File: src/rtl/multi_shift_reg_pkg.sv
// -----------------------------------------------------------------------------
// shift_pkg
// Shared constants for the multi_shift_reg slice.
//   MODE_LOG / MODE_ARI / MODE_ROT : shift mode encodings (2'b11 behaves as
//                                    logical)
//   state_t                        : multi-step engine states
// -----------------------------------------------------------------------------
package shift_pkg;

    localparam logic [1:0] MODE_LOG = 2'b00;
    localparam logic [1:0] MODE_ARI = 2'b01;
    localparam logic [1:0] MODE_ROT = 2'b10;

    typedef enum logic {
        S_IDLE  = 1'b0,
        S_SHIFT = 1'b1
    } state_t;

endpackage

File: src/rtl/multi_shift_reg_if.sv
// -----------------------------------------------------------------------------
// multi_shift_reg_if
// Control/data bundle of the shift register.
//   In, load, clr          : parallel load and synchronous clear
//   sl, sr, shiftIn, mode  : single-step shift controls
//   start, dir, amt        : multi-step request
//   out, shift_out         : register contents and last bit shifted out
//   busy, done             : multi-step status
// master drives the controls, slave is the shift register.
// -----------------------------------------------------------------------------
interface multi_shift_reg_if #(
    parameter int NBIT = 16,
    parameter int AW   = $clog2(NBIT + 1)
);

    logic [NBIT-1:0] In;
    logic            load;
    logic            clr;
    logic            sl;
    logic            sr;
    logic            shiftIn;
    logic [1:0]      mode;
    logic            start;
    logic            dir;
    logic [AW-1:0]   amt;
    logic [NBIT-1:0] out;
    logic            shift_out;
    logic            busy;
    logic            done;

    modport master (
        output In, load, clr, sl, sr, shiftIn, mode, start, dir, amt,
        input  out, shift_out, busy, done
    );

    modport slave (
        input  In, load, clr, sl, sr, shiftIn, mode, start, dir, amt,
        output out, shift_out, busy, done
    );

endinterface

File: src/rtl/multi_shift_reg_step.sv
// -----------------------------------------------------------------------------
// shift_step
// Combinational one-position shift; the only place the fill-bit rules live.
//   in      : current register value
//   dir     : 0 left, 1 right
//   mode    : logical / arithmetic / rotate (2'b11 as logical)
//   shiftIn : serial fill bit for logical mode
//   next    : shifted value
//   bit_out : bit pushed out of the register
// -----------------------------------------------------------------------------
module shift_step
    import shift_pkg::*;
#(
    parameter int NBIT = 16
) (
    input  logic [NBIT-1:0] in,
    input  logic            dir,
    input  logic [1:0]      mode,
    input  logic            shiftIn,
    output logic [NBIT-1:0] next,
    output logic            bit_out
);

    logic w_b;

    always_comb begin
        w_b     = shiftIn;
        next    = in;
        bit_out = 1'b0;
        if (!dir) begin
            case (mode)
                MODE_ARI: w_b = 1'b0;
                MODE_ROT: w_b = in[NBIT-1];
                default:  w_b = shiftIn;
            endcase
            next    = {in[NBIT-2:0], w_b};
            bit_out = in[NBIT-1];
        end else begin
            case (mode)
                MODE_ARI: w_b = in[NBIT-1];
                MODE_ROT: w_b = in[0];
                default:  w_b = shiftIn;
            endcase
            next    = {w_b, in[NBIT-1:1]};
            bit_out = in[0];
        end
    end

endmodule

File: src/rtl/multi_shift_reg.sv
// -----------------------------------------------------------------------------
// multi_shift_reg
// Shift register with single-step sl/sr shifting and a multi-step shift-by-N
// engine (start/busy/done). All state changes on the falling clock edge.
//   clk   : clock (negedge active)
//   clr_n : asynchronous active-low reset
//   bus   : multi_shift_reg_if.slave (load/clear/shift controls, out,
//           shift_out, busy, done)
// Edge priority: clr > load > start > sl > sr > hold; while busy only clr
// is honoured.
// -----------------------------------------------------------------------------
module multi_shift_reg
    import shift_pkg::*;
#(
    parameter int NBIT = 16,
    parameter int AW   = $clog2(NBIT + 1)
) (
    input logic             clk,
    input logic             clr_n,
    multi_shift_reg_if.slave bus
);

    localparam logic [AW-1:0] NBIT_AMT = AW'(NBIT);

    state_t          r_state;
    state_t          w_state_nxt;
    logic [NBIT-1:0] r_out;
    logic            r_shift_out;
    logic            r_done;
    logic            r_dir;
    logic [1:0]      r_mode;
    logic [AW-1:0]   r_count;

    logic            w_busy;
    logic            w_step_dir;
    logic [1:0]      w_step_mode;
    logic [NBIT-1:0] w_step_next;
    logic            w_step_bit;
    logic [AW-1:0]   w_amt_clamped;

    assign w_busy        = (r_state == S_SHIFT);
    assign w_amt_clamped = (bus.amt > NBIT_AMT) ? NBIT_AMT : bus.amt;

    // One shared step unit: the engine uses its latched dir/mode, otherwise
    // the single-step controls drive it (sl beats sr, so dir = ~sl).
    assign w_step_dir  = w_busy ? r_dir  : ~bus.sl;
    assign w_step_mode = w_busy ? r_mode : bus.mode;

    shift_step #(.NBIT(NBIT)) u_step (
        .in      (r_out),
        .dir     (w_step_dir),
        .mode    (w_step_mode),
        .shiftIn (bus.shiftIn),
        .next    (w_step_next),
        .bit_out (w_step_bit)
    );

    // State register
    always_ff @(negedge clk or negedge clr_n) begin
        if (!clr_n) begin
            r_state <= S_IDLE;
        end else begin
            r_state <= w_state_nxt;
        end
    end

    // Next-state logic
    always_comb begin
        w_state_nxt = r_state;
        if (bus.clr) begin
            w_state_nxt = S_IDLE;
        end else begin
            case (r_state)
                S_IDLE: begin
                    if (!bus.load && bus.start && (bus.amt != '0)) begin
                        w_state_nxt = S_SHIFT;
                    end
                end
                S_SHIFT: begin
                    if (r_count == AW'(1)) begin
                        w_state_nxt = S_IDLE;
                    end
                end
                default: w_state_nxt = S_IDLE;
            endcase
        end
    end

    // Datapath: register, count, captured bit and the done pulse
    always_ff @(negedge clk or negedge clr_n) begin
        if (!clr_n) begin
            r_out       <= '0;
            r_shift_out <= 1'b0;
            r_done      <= 1'b0;
            r_dir       <= 1'b0;
            r_mode      <= MODE_LOG;
            r_count     <= '0;
        end else if (bus.clr) begin
            r_out       <= '0;
            r_shift_out <= 1'b0;
            r_done      <= 1'b0;
            r_count     <= '0;
        end else if (w_busy) begin
            r_out       <= w_step_next;
            r_shift_out <= w_step_bit;
            r_count     <= r_count - AW'(1);
            r_done      <= (r_count == AW'(1));
        end else begin
            r_done <= 1'b0;
            if (bus.load) begin
                r_out <= bus.In;
            end else if (bus.start) begin
                // A zero-length request completes immediately without
                // entering SHIFT.
                if (bus.amt == '0) begin
                    r_done <= 1'b1;
                end else begin
                    r_dir   <= bus.dir;
                    r_mode  <= bus.mode;
                    r_count <= w_amt_clamped;
                end
            end else if (bus.sl || bus.sr) begin
                r_out       <= w_step_next;
                r_shift_out <= w_step_bit;
            end
        end
    end

    // Outputs
    always_comb begin
        bus.out       = r_out;
        bus.shift_out = r_shift_out;
        bus.busy      = w_busy;
        bus.done      = r_done;
    end

endmodule

File: src/flat_wrapper.sv
// flat-port wrapper written by rule: the top's interface ports become plain ports
module multi_shift_reg_flat import shift_pkg::*;
#(
    parameter int NBIT = 16,
    parameter int AW   = $clog2(NBIT + 1)
)
  (clk, clr_n, bus_In, bus_load, bus_clr, bus_sl, bus_sr, bus_shiftIn, bus_mode, bus_start, bus_dir, bus_amt, bus_out, bus_shift_out, bus_busy, bus_done);
  multi_shift_reg_if #(.NBIT(NBIT), .AW(AW)) bus_i ();
  input logic clk;
  input logic clr_n;
  input wire logic [$bits(bus_i.In)-1:0] bus_In;
  input wire logic [$bits(bus_i.load)-1:0] bus_load;
  input wire logic [$bits(bus_i.clr)-1:0] bus_clr;
  input wire logic [$bits(bus_i.sl)-1:0] bus_sl;
  input wire logic [$bits(bus_i.sr)-1:0] bus_sr;
  input wire logic [$bits(bus_i.shiftIn)-1:0] bus_shiftIn;
  input wire logic [$bits(bus_i.mode)-1:0] bus_mode;
  input wire logic [$bits(bus_i.start)-1:0] bus_start;
  input wire logic [$bits(bus_i.dir)-1:0] bus_dir;
  input wire logic [$bits(bus_i.amt)-1:0] bus_amt;
  output wire logic [$bits(bus_i.out)-1:0] bus_out;
  output wire logic [$bits(bus_i.shift_out)-1:0] bus_shift_out;
  output wire logic [$bits(bus_i.busy)-1:0] bus_busy;
  output wire logic [$bits(bus_i.done)-1:0] bus_done;
  assign bus_i.In = bus_In;
  assign bus_i.load = bus_load;
  assign bus_i.clr = bus_clr;
  assign bus_i.sl = bus_sl;
  assign bus_i.sr = bus_sr;
  assign bus_i.shiftIn = bus_shiftIn;
  assign bus_i.mode = bus_mode;
  assign bus_i.start = bus_start;
  assign bus_i.dir = bus_dir;
  assign bus_i.amt = bus_amt;
  assign bus_out = bus_i.out;
  assign bus_shift_out = bus_i.shift_out;
  assign bus_busy = bus_i.busy;
  assign bus_done = bus_i.done;
  multi_shift_reg #(.NBIT(NBIT), .AW(AW)) u_core (.clk(clk), .clr_n(clr_n), .bus(bus_i));
endmodule
File: config.mk
export PLATFORM = sky130hd
export DESIGN_NAME = multi_shift_reg_flat
export DESIGN_NICKNAME = d
export VERILOG_FILES = /design/src/rtl/multi_shift_reg_pkg.sv /design/src/rtl/multi_shift_reg_if.sv /design/src/rtl/multi_shift_reg_step.sv /design/src/rtl/multi_shift_reg.sv /design/src/flat_wrapper.sv
export SDC_FILE = /design/constraint.sdc
export NUM_CORES = 1
export LEC_CHECK = 0
export ABC_AREA = 1
export ABC_CLOCK_PERIOD_IN_PS = 2200
export BUFFER_PORTS_ARGS = -buffer_cell sky130_fd_sc_hd__buf_2
export CORE_MARGIN = 2
export CORE_UTILIZATION = 46
export CTS_CLUSTER_SIZE = 30
export DETAILED_ROUTE_END_ITERATION = 12
export PLACE_DENSITY = 0.74
export SLEW_MARGIN = 20
export SYNTH_ARGS = -nofsm -noshare
export SYNTH_HDL_FRONTEND = slang
export SYNTH_SLANG_ARGS = --single-unit
File: constraint.sdc
create_clock -name clk -period 2.2 [get_ports clk]
set_input_delay 0.44 -clock clk [delete_from_list [all_inputs] [get_ports clk]]
set_output_delay 0.44 -clock clk [all_outputs]
set_load 0.01 [all_outputs]
==> summary.txt, run 1 <==
Floorplan
  • Chip height: 66.5 um
  • Row Count: 22
  • Initial Util: 0.483
  • Die W: 66.5 um
  • IO Pins: 51
  • Die area: 4420 um^2
  • Core Box Area: 3720 um^2

Clock network
  • CTS max path bufs: 2
  • Total CTS buffers: 3
  • CTS Sinks: 27
  • CTS H-tree depth: 1
  • Clock transition at the registers of the reported paths: 0.07 ns
  • Clock Tree Root: clkbuf_8
  • TritonCTS clock tree: done
  • Clk Latency, worst-skew pair: 0.28 ns

Timing
  • Endpoints failing hold: 0
  • Final worst slack: -0.212 ns
  • Rel. slew slack: 0.791
  • Final setup vio count: 21
  • RSZ-0062 raised after global routing: true
  • Clk_skew: 0.00181 ns
  • Final Max Slew Viols: 0
  • Worst-Margin Slew: 0.313 ns

Placed design
  • Placed cell areas: 2350 um^2
  • Final GP Congestion: 0.871
  • Hpwl dp: 3.53 mm
  • PortBufs: 50
  • Number of placed instances, taps included: 397

Setup path
  • Max FO, Critical Path: 2
  • Slowest-stage cell, CP: dfrtn_1
  • Worst R2R Start: u_core.bus.busy
  • R2R depth: 11
  • CP startpoint kind: register
  • Crit path buffers/inverters: 1
  • CP endpoint kind: primary output
  • CP max stage delay: 0.45 ns
  • Critical path's top delay family: flip-flops
  • Crit-path cells: buf_2
  • WP data arrival: 1.97 ns
  • Setup Crit Path Kind: reg2out
  • FF-to-FF End: u_core.bus.out[0]
  • Worst Path Required: 1.76 ns
  • R2R Setup Slk: 0.48 ns

Global route
  • Largest net degree at the start of global routing: 32
  • First-pass GRT wire length: 8.27 mm
  • Number of global-route vias before repair: 1911
  • Initial antenna violation count: 0
  • GR Util All Layers: 0.238
  • Grt ovf: 0

Synthesis
  • Ys Warns: 0
  • Post-Synthesis Cells: 280
  • Post-Syn Nets: 316
  • Synth Cell Area: 1800 um^2
  • Post-synth cell types: 20
  • #FFs+latches synth: 27
  • Synthesized area per cell: 6.41 um^2
  • Post-synthesis sequential area ratio: 0.376

Routing
  • Vias post-DR: 2117
  • Vias per cell: 5.06
  • ANT nets after route: 0
  • DRC Markers: 0
  • Drt total wl: 5.37 mm
  • WL per Instance: 12.8 um
  • Iteration-0 DRC Markers: 121
  • Drt first pass iters: 4

Layout
  • Footprint of the multi-input gates: 1200 um^2
  • Final cell count without fillers: 418
  • Most common cell after layout, fill and taps aside: nand2_1
  • Share of layout cells above drive strength 1: 0.389
  • Ant diodes: 0
  • Commonest cells after routing, fill and taps aside: nand2_1 (103), buf_2 (43), buf_4 (40), nor2_1 (33), nand3_1 (31)
  • Register area: 676 um^2
  • Post-route cell area: 2730 um^2
  • Nets@finish: 407
  • Area delta synth->final: 51.9%
  • # fillers: 312

Outcome
  • Run status: complete, but fails checks
  • Failing checks: negative setup slack

Pwr
  • Peak supply drop: 0.377 mV
  • P_leak: 1.47 nW
  • Pwr dens: 587 nW/um^2

Hold path
  • Worst hold path depth: 2
  • Hold WC Path Type: reg2reg
  • Worst hold endpoint: u_core.r_mode[1]
  • Worst Hold Launch: u_core.r_mode[1]

Run
  • Max_cap viols: 0
## cells in the mapped netlist, drive strengths merged
cell type	instances	area [um^2]
nor2	44	175
inv	21	78.8
or2	1	6.26
nand2	117	449
buf	9	57.6
o21ai	11	55.1
dfrtn	27	676
a21oi	4	20.0
o31ai	1	7.51
nand4	1	6.26
ha	4	50.1
nand3b	1	7.51
nand3	38	200
o22ai	1	6.26
## flip-flops by register name, summed over array words and instances (netlist names)
name	cells
u_core.bus.out	16
u_core.r_count	5
u_core.r_mode	2
u_core.bus.busy	1
u_core.bus.done	1
u_core.bus.shift_out	1
u_core.r_dir	1
## worst max-delay path by stage
stage | end | startpoint | slack, ns | cells past startpoint
final | bus_out[11] | u_core.bus.out[11] | -0.21 | 1
after CTS | bus_shift_out | u_core.bus.shift_out | -0.20 | 1
after floorplan | u_core.bus.out[0] | bus_mode[1] | -0.26 | 9
after detailed placement | u_core.bus.out[0] | bus_mode[1] | -0.46 | 10
after global placement | u_core.bus.out[0] | bus_mode[1] | -0.42 | 10
after global routing | bus_shift_out | u_core.bus.shift_out | -0.23 | 1
## through the flow
step | setup slack, ns | power [mW] | utilization | hold slack (ns) | setup TNS (ns)
final | -0.212 | 1.60 | 0.734 | 0.470 | -3.31
after detailed placement | -0.459 | 1.16 | 0.634 | 0.462 | -6.91
after global placement | -0.424 | 1.15 | 0.634 | 0.457 | -6.82
after floorplan | -0.256 | 0.950 | - | 0.447 | -1.16
after global routing | -0.226 | 1.71 | 0.734 | 0.499 | -4.13
after CTS | -0.201 | 1.50 | 0.670 | 0.466 | -3.41
## cell families after synthesis
family | synth area share
buffers and inverters | 0.0760
DFF | 0.376
adders and majority gates | 0.0279
and+or+nand+nor | 0.470
AOI/OAI and AO/OA | 0.0495
## layer usage
layer	part of all wire	GRT usage
met1	0.43	0.319
met2	0.49	0.393
met3	0.053	0.0405
met4	0.023	0.0740
met5	0	0
## worst register-to-register path, stage by stage, from the launching register on
cell and delay [ns]:
dfrtn_1 0.41, buf_4 0.10, buf_4 0.24, nand2_1 0.13, o21ai_4 0.08, inv_2 0.06, ha_4 0.29, nand2_4 0.05
nand3_2 0.07, nand3_2 0.05, nand2_1 0.05, nand2_1 0.04
## where the power goes
group | total (mW) | switching, mW | internal (mW)
Clock | 0.299 | 0.171 | 0.129
Sequential | 0.607 | 0.0383 | 0.569
Combinational | 0.695 | 0.381 | 0.314
Total | 1.60 | 0.590 | 1.01
## final cells by class
type                       instances  area share
multi-input combinational        225       0.439
sequential                        27       0.248
timing repair buffer              93       0.240
inverter                          21      0.0326
tap                               48      0.0220
clock buffer                       3      0.0151
clock inverter                     1     0.00275
## timing repair
action | in CTS | in global routing
setup buffers | 6 | 8
hold buffers | 0 | 0
cloned | 0 | 3
pin swaps | 10 | 13
endpoints found under the setup margin | 23 | 36
gates resized for setup | 10 | 36
Power figures use the tool's default switching activity.
==> run 2: changes to the inputs <==
Settings changed: REMOVE_ABC_BUFFERS set to 1.
==> run 2 against run 1 <==
Effect of this change:
- the flow still finishes with violations (negative setup slack)
- global-route usage is 1.1 points lower
- critical endpoint is now bus_shift_out
- via count decreased by 1.5%
- sequential power about the same
==> summary.txt, run 2 (synthesized netlist as in run 1, its figures left out) <==
Floorplan
  • Row Count: 22
  • IO Pins: 51
  • Die W: 66.5 um
  • Core Box Area: 3720 um^2
  • Die area: 4420 um^2
  • Initial Util: 0.483
  • Chip height: 66.5 um

Setup path
  • WP data arrival: 1.95 ns
  • FF-to-FF End: u_core.bus.out[0]
  • Crit path buffers/inverters: 1
  • Crit-path cells: buf_2
  • Slowest-stage cell, CP: dfrtn_1
  • CP startpoint kind: register
  • Worst Path Required: 1.76 ns
  • Max FO, Critical Path: 2
  • Worst R2R Start: u_core.bus.busy
  • CP endpoint kind: primary output
  • CP max stage delay: 0.43 ns
  • Critical path's top delay family: flip-flops
  • Setup Crit Path Kind: reg2out
  • R2R Setup Slk: 0.50 ns
  • R2R depth: 11

Layout
  • Core Util, Final: 0.705
  • Post-route cell area: 2620 um^2
  • Largest register FFs: 16
  • Commonest cells after routing, fill and taps aside: nand2_1 (107), buf_2 (47), buf_4 (37), nor2_1 (35), nand3_1 (34)
  • Ant diodes: 0
  • Nets@finish: 405
  • Area delta synth->final: 46.0%
  • Most common cell after layout, fill and taps aside: nand2_1
  • Share of layout cells above drive strength 1: 0.342

Timing
  • Endpoints failing hold: 0
  • Worst-Margin Slew: 0.269 ns
  • Final Max Slew Viols: 0
  • Final worst slack: -0.186 ns
  • Clk_skew: 0.00258 ns
  • Rel. slew slack: 0.819
  • RSZ-0062 raised after global routing: true
  • Final setup vio count: 21

Outcome
  • Run status: complete, but fails checks
  • Failing checks: negative setup slack

Global route
  • Number of global-route vias before repair: 1880
  • GR Util All Layers: 0.227
  • Grt ovf: 0
  • First-pass GRT wire length: 7.94 mm
  • Initial antenna violation count: 0
  • Largest net degree at the start of global routing: 28

Routing
  • ANT nets after route: 0
  • Vias post-DR: 2085
  • Drt total wl: 5.07 mm
  • Drt first pass iters: 4
  • DRC Markers: 0
  • Vias per cell: 5.01
  • Iteration-0 DRC Markers: 169
  • WL per Instance: 12.2 um

Placed design
  • PortBufs: 50
  • Final GP Congestion: 0.785
  • Placed cell areas: 2340 um^2
  • Hpwl dp: 3.48 mm

Hold path
  • Hold WC Path Type: reg2reg
  • Worst hold path depth: 2
  • Worst hold endpoint: u_core.r_mode[0]
  • Worst Hold Launch: u_core.r_mode[0]

Clock network
  • Clock transition at the registers of the reported paths: 0.06 ns
  • Hold_buf cts: 0
  • Clk Latency, worst-skew pair: 0.28 ns
  • CTS max path bufs: 2
  • TritonCTS clock tree: done
  • CTS Sinks: 27
  • Total CTS buffers: 3
  • Clock Tree Root: clkbuf_8
  • CTS H-tree depth: 1

Pwr
  • Pwr dens: 585 nW/um^2
  • Peak supply drop: 0.291 mV
  • P_leak: 1.44 nW

Run
  • Max_cap viols: 0
-- run 2: changes by cell type in the layout (fill, tap and decap cells not counted), moves of 3 or more --
cell / before / now
buf_2: 43 / 47
buf_4: 40 / 37
inv_1: 13 / 18
inv_2: 6 / 3
nand2_1: 103 / 107
nand3_1: 31 / 34
nand3_2: 6 / 3
nor2_4: 8 / 5
o21ai_0: 4 / 9
o21ai_1: 5 / 0
-- run 2: metrics by stage --
step / power (mW) / TNS (ns) / cells / hold WS (ns) / worst slack [ns]
final: 1.53 / -3.30 / 416 / 0.511 / -0.186
after global routing: 1.64 / -4.04 / 416 / 0.535 / -0.216
after CTS: 1.47 / -3.45 / 413 / 0.514 / -0.188
after detailed placement: 1.15 / -7.84 / 403 / 0.456 / -0.566
after global placement: 1.14 / -7.27 / 403 / 0.449 / -0.506
after floorplan: 0.904 / -5.87 / 271 / 0.458 / -0.443
-- run 2: worst max-delay path by stage --
stage	startpoint	end	slack [ns]	cells past startpoint
6_report	u_core.bus.shift_out	bus_shift_out	-0.19	1
5_1_grt	u_core.bus.out[5]	bus_out[5]	-0.22	1
4_1_cts	u_core.bus.out[13]	bus_out[13]	-0.19	1
3_5_place_dp	bus_mode[1]	u_core.bus.out[15]	-0.57	10
3_3_place_gp	bus_mode[1]	u_core.bus.out[0]	-0.51	10
2_1_floorplan	bus_load	u_core.bus.out[10]	-0.44	4
-- run 2: per-layer routing --
| layer | GRT usage | wire [um] | up-vias |
|---|---|---|---|
| met5 | 0 | 0 | - |
| met4 | 0.0536 | 43 | 0 |
| met3 | 0.0220 | 285 | 4 |
| met2 | 0.384 | 2530 | 69 |
| met1 | 0.314 | 2210 | 959 |
| li1 | - | - | 1053 |
-- run 2: repair_timing --
| action | 4_1_cts | 5_1_grt |
|---|---|---|
| endpoints found under the setup margin | 29 | 44 |
| gates cloned | 0 | 1 |
| gates resized for setup | 7 | 33 |
| pin swaps | 3 | 11 |
| setup buffers | 6 | 2 |
-- run 2: cell type report --
cell class	instances	area [um^2]
Inverter	21	78.8
Tap cell	48	60.1
Multi-Input combinational cell	223	1100
Clock buffer	4	45.0
Timing Repair Buffer	93	658
Sequential cell	27	676
Fill cell	322	1090
-- run 2: worst register-to-register path, delay by kind of cell (launching register included) --
family	cells	cell delay, ns
AO/OA/AOI/OAI	1	0.09
AND/OR/NAND/NOR	6	0.42
flip-flops	1	0.42
adder cells (fa/ha/maj)	1	0.25
buffers and inverters	3	0.38
-- run 2: report_power, final --
group | switching (mW) | total, mW | internal, mW
clock | 0.158 | 0.288 | 0.130
sequential | 0.0372 | 0.606 | 0.569
combinational | 0.350 | 0.639 | 0.289
total | 0.546 | 1.53 | 0.987
==> run 3: changes to the inputs <==
Settings changed: ABC_CLOCK_PERIOD_IN_PS 2200 to 2400, SLEW_MARGIN 20 to 30.
Clock period 2.2 ns to 2.4 ns, I/O delays scaled along.
==> run 3 against run 2 <==
Effect of this change:
- the flow still finishes with violations (negative setup slack)
- critical path depth is the same
- combinational power decreased by 11%
- sequential power decreased by 8.3%
- via count fell by 1.1%
- worst setup slack improved by 0.037 ns
- critical path type unchanged
- final cell count grew 0.72%
- worst hold slack about the same
- design area is 1.8% lower
- largest cell class unchanged
- register-to-register slack gained 0.19 ns
==> summary.txt, run 3 (synthesized netlist as in run 1, its figures left out) <==
Routing
  • Vias per cell: 4.92
  • Drt first pass iters: 4
  • WL per Instance: 11.5 um
  • DRC Markers: 0
  • Vias post-DR: 2062
  • Drt total wl: 4.81 mm
  • ANT nets after route: 0
  • Iteration-0 DRC Markers: 94

Layout
  • Most common cell after layout, fill and taps aside: nand2_1
  • Post-route cell area: 2570 um^2
  • Area delta synth->final: 43.3%
  • Largest register FFs: 16
  • Core Util, Final: 0.693
  • Ant diodes: 0
  • Commonest cells after routing, fill and taps aside: nand2_1 (110), buf_2 (48), buf_4 (43), nor2_1 (40), nand3_1 (34)
  • Nets@finish: 408
  • # fillers: 337
  • Share of layout cells above drive strength 1: 0.334

Clock network
  • Hold_buf cts: 0
  • Total CTS buffers: 3
  • Clock transition at the registers of the reported paths: 0.06 ns
  • CTS Sinks: 27
  • Clock Tree Root: clkbuf_8
  • CTS max path bufs: 2
  • Clk Latency, worst-skew pair: 0.28 ns
  • TritonCTS clock tree: done
  • CTS H-tree depth: 1

Global route
  • Initial antenna violation count: 0
  • First-pass GRT wire length: 7.72 mm
  • Grt ovf: 0
  • Number of global-route vias before repair: 1808
  • GR Util All Layers: 0.224
  • Largest net degree at the start of global routing: 21

Pwr
  • Internal power: 0.897 mW
  • Comb power frac: 0.409
  • Peak supply drop: 0.265 mV
  • Switching power: 0.495 mW
  • Sw Ratio: 0.356
  • P_leak: 1.44 nW
  • Clock share of power: 0.192
  • Overall Power: 1.39 mW
  • Seq pwr share: 0.399
  • Pwr dens: 541 nW/um^2

Floorplan
  • Row Count: 22
  • Chip height: 66.5 um
  • Core Box Area: 3720 um^2
  • Initial Util: 0.483
  • Die area: 4420 um^2
  • IO Pins: 51
  • Die W: 66.5 um

Setup path
  • Critical path's top delay family: flip-flops
  • Slowest-stage cell, CP: dfrtn_1
  • CP startpoint kind: register
  • R2R depth: 10
  • Crit-path cells: buf_2
  • Crit path buffers/inverters: 1
  • CP max stage delay: 0.44 ns
  • Setup Crit Path Kind: reg2out
  • CP endpoint kind: primary output
  • Max FO, Critical Path: 2
  • WP data arrival: 2.07 ns
  • Worst Path Required: 1.92 ns
  • Worst path depth: 1

Timing
  • Rel. slew slack: 0.795
  • Endpoints failing hold: 0
  • Final setup vio count: 21
  • Clk_skew: 0.00340 ns
  • Worst-Margin Slew: 0.306 ns
  • Final worst slack: -0.148 ns
  • RSZ-0062 raised after global routing: true
  • Final Max Slew Viols: 0

Hold path
  • Worst hold path depth: 3
  • Hold WC Path Type: reg2reg

Placed design
  • Hpwl dp: 3.39 mm
  • PortBufs: 50
  • Final GP Congestion: 0.794
  • Placed cell areas: 2290 um^2

Outcome
  • Run status: complete, but fails checks
  • Failing checks: negative setup slack

Run
  • Max_cap viols: 0
-- run 3: changes by cell type in the layout (fill, tap and decap cells not counted), moves of 2 or more --
cell	before	now
buf_4	37	43
buf_6	4	1
nand2_1	107	110
nand2_4	3	1
nor2_1	35	40
nor2_2	4	2
nor2_4	5	2
-- run 3: layout make-up --
type,count,area [um^2],area share
multi-input cells,223,1060,0.413
inverters,21,78.8,0.0306
clock inverters,1,5.00,0.00194
well taps,48,60.1,0.0233
flip-flops and latches,27,676,0.263
repair buffers,96,649,0.252
clock buffers,3,41.3,0.0160
-- run 3: layer usage --
metal  GRT usage  wire length [um]
met5           0                 0
met4      0.0689                57
met3      0.0203               245
met2       0.365              2210
met1       0.315              2300
-- run 3: worst paths after layout --
check	endpoint	slack, ns	start
worst max-delay path	bus_busy	-0.15	u_core.bus.busy
worst min-delay path	u_core.r_count[0]	0.51	u_core.r_count[0]
worst max register to register	u_core.bus.out[0]	0.69	u_core.bus.busy
worst min register to register	u_core.r_count[0]	0.51	u_core.r_count[0]
max in group asynchronous	u_core.bus.out[15]	0.83	clr_n
min in group asynchronous	u_core.bus.out[10]	1.15	clr_n
-- run 3: worst reg2reg max path: cells and delay by family (launching register included) --
family / cells / cell delay, ns
simple gates: 6 / 0.48
buf+inv: 2 / 0.31
compound gates: 1 / 0.08
fa+ha+maj: 1 / 0.26
flops: 1 / 0.44
-- run 3: per-stage QoR --
| stage | hold WS (ns) | worst slack, ns | cells | TNS, ns |
|---|---|---|---|---|
| final | 0.511 | -0.148 | 419 | -2.15 |
| after global routing | 0.549 | -0.160 | 419 | -2.82 |
| after CTS | 0.512 | -0.135 | 414 | -2.25 |
| after detailed placement | 0.457 | -0.499 | 396 | -6.27 |
| after global placement | 0.450 | -0.447 | 396 | -5.66 |
| after floorplan | 0.458 | -0.383 | 271 | -4.43 |
-- run 3: power by group through the flow --
stage	clock network (mW)	registers [mW]	logic [mW]
finish	0.267	0.556	0.569
global route	0.292	0.562	0.639
CTS	0.270	0.554	0.519
detailed placement	0	0.577	0.456
global placement	0	0.575	0.448
floorplan	0	0.596	0.232
-- run 3: timing repair --
item / CTS / global route
pin swaps: 2 / 6
gates resized for setup: 5 / 19
cloned: 0 / 0
buffers inserted: 14 / 5
endpoints found under the setup margin: 24 / 34
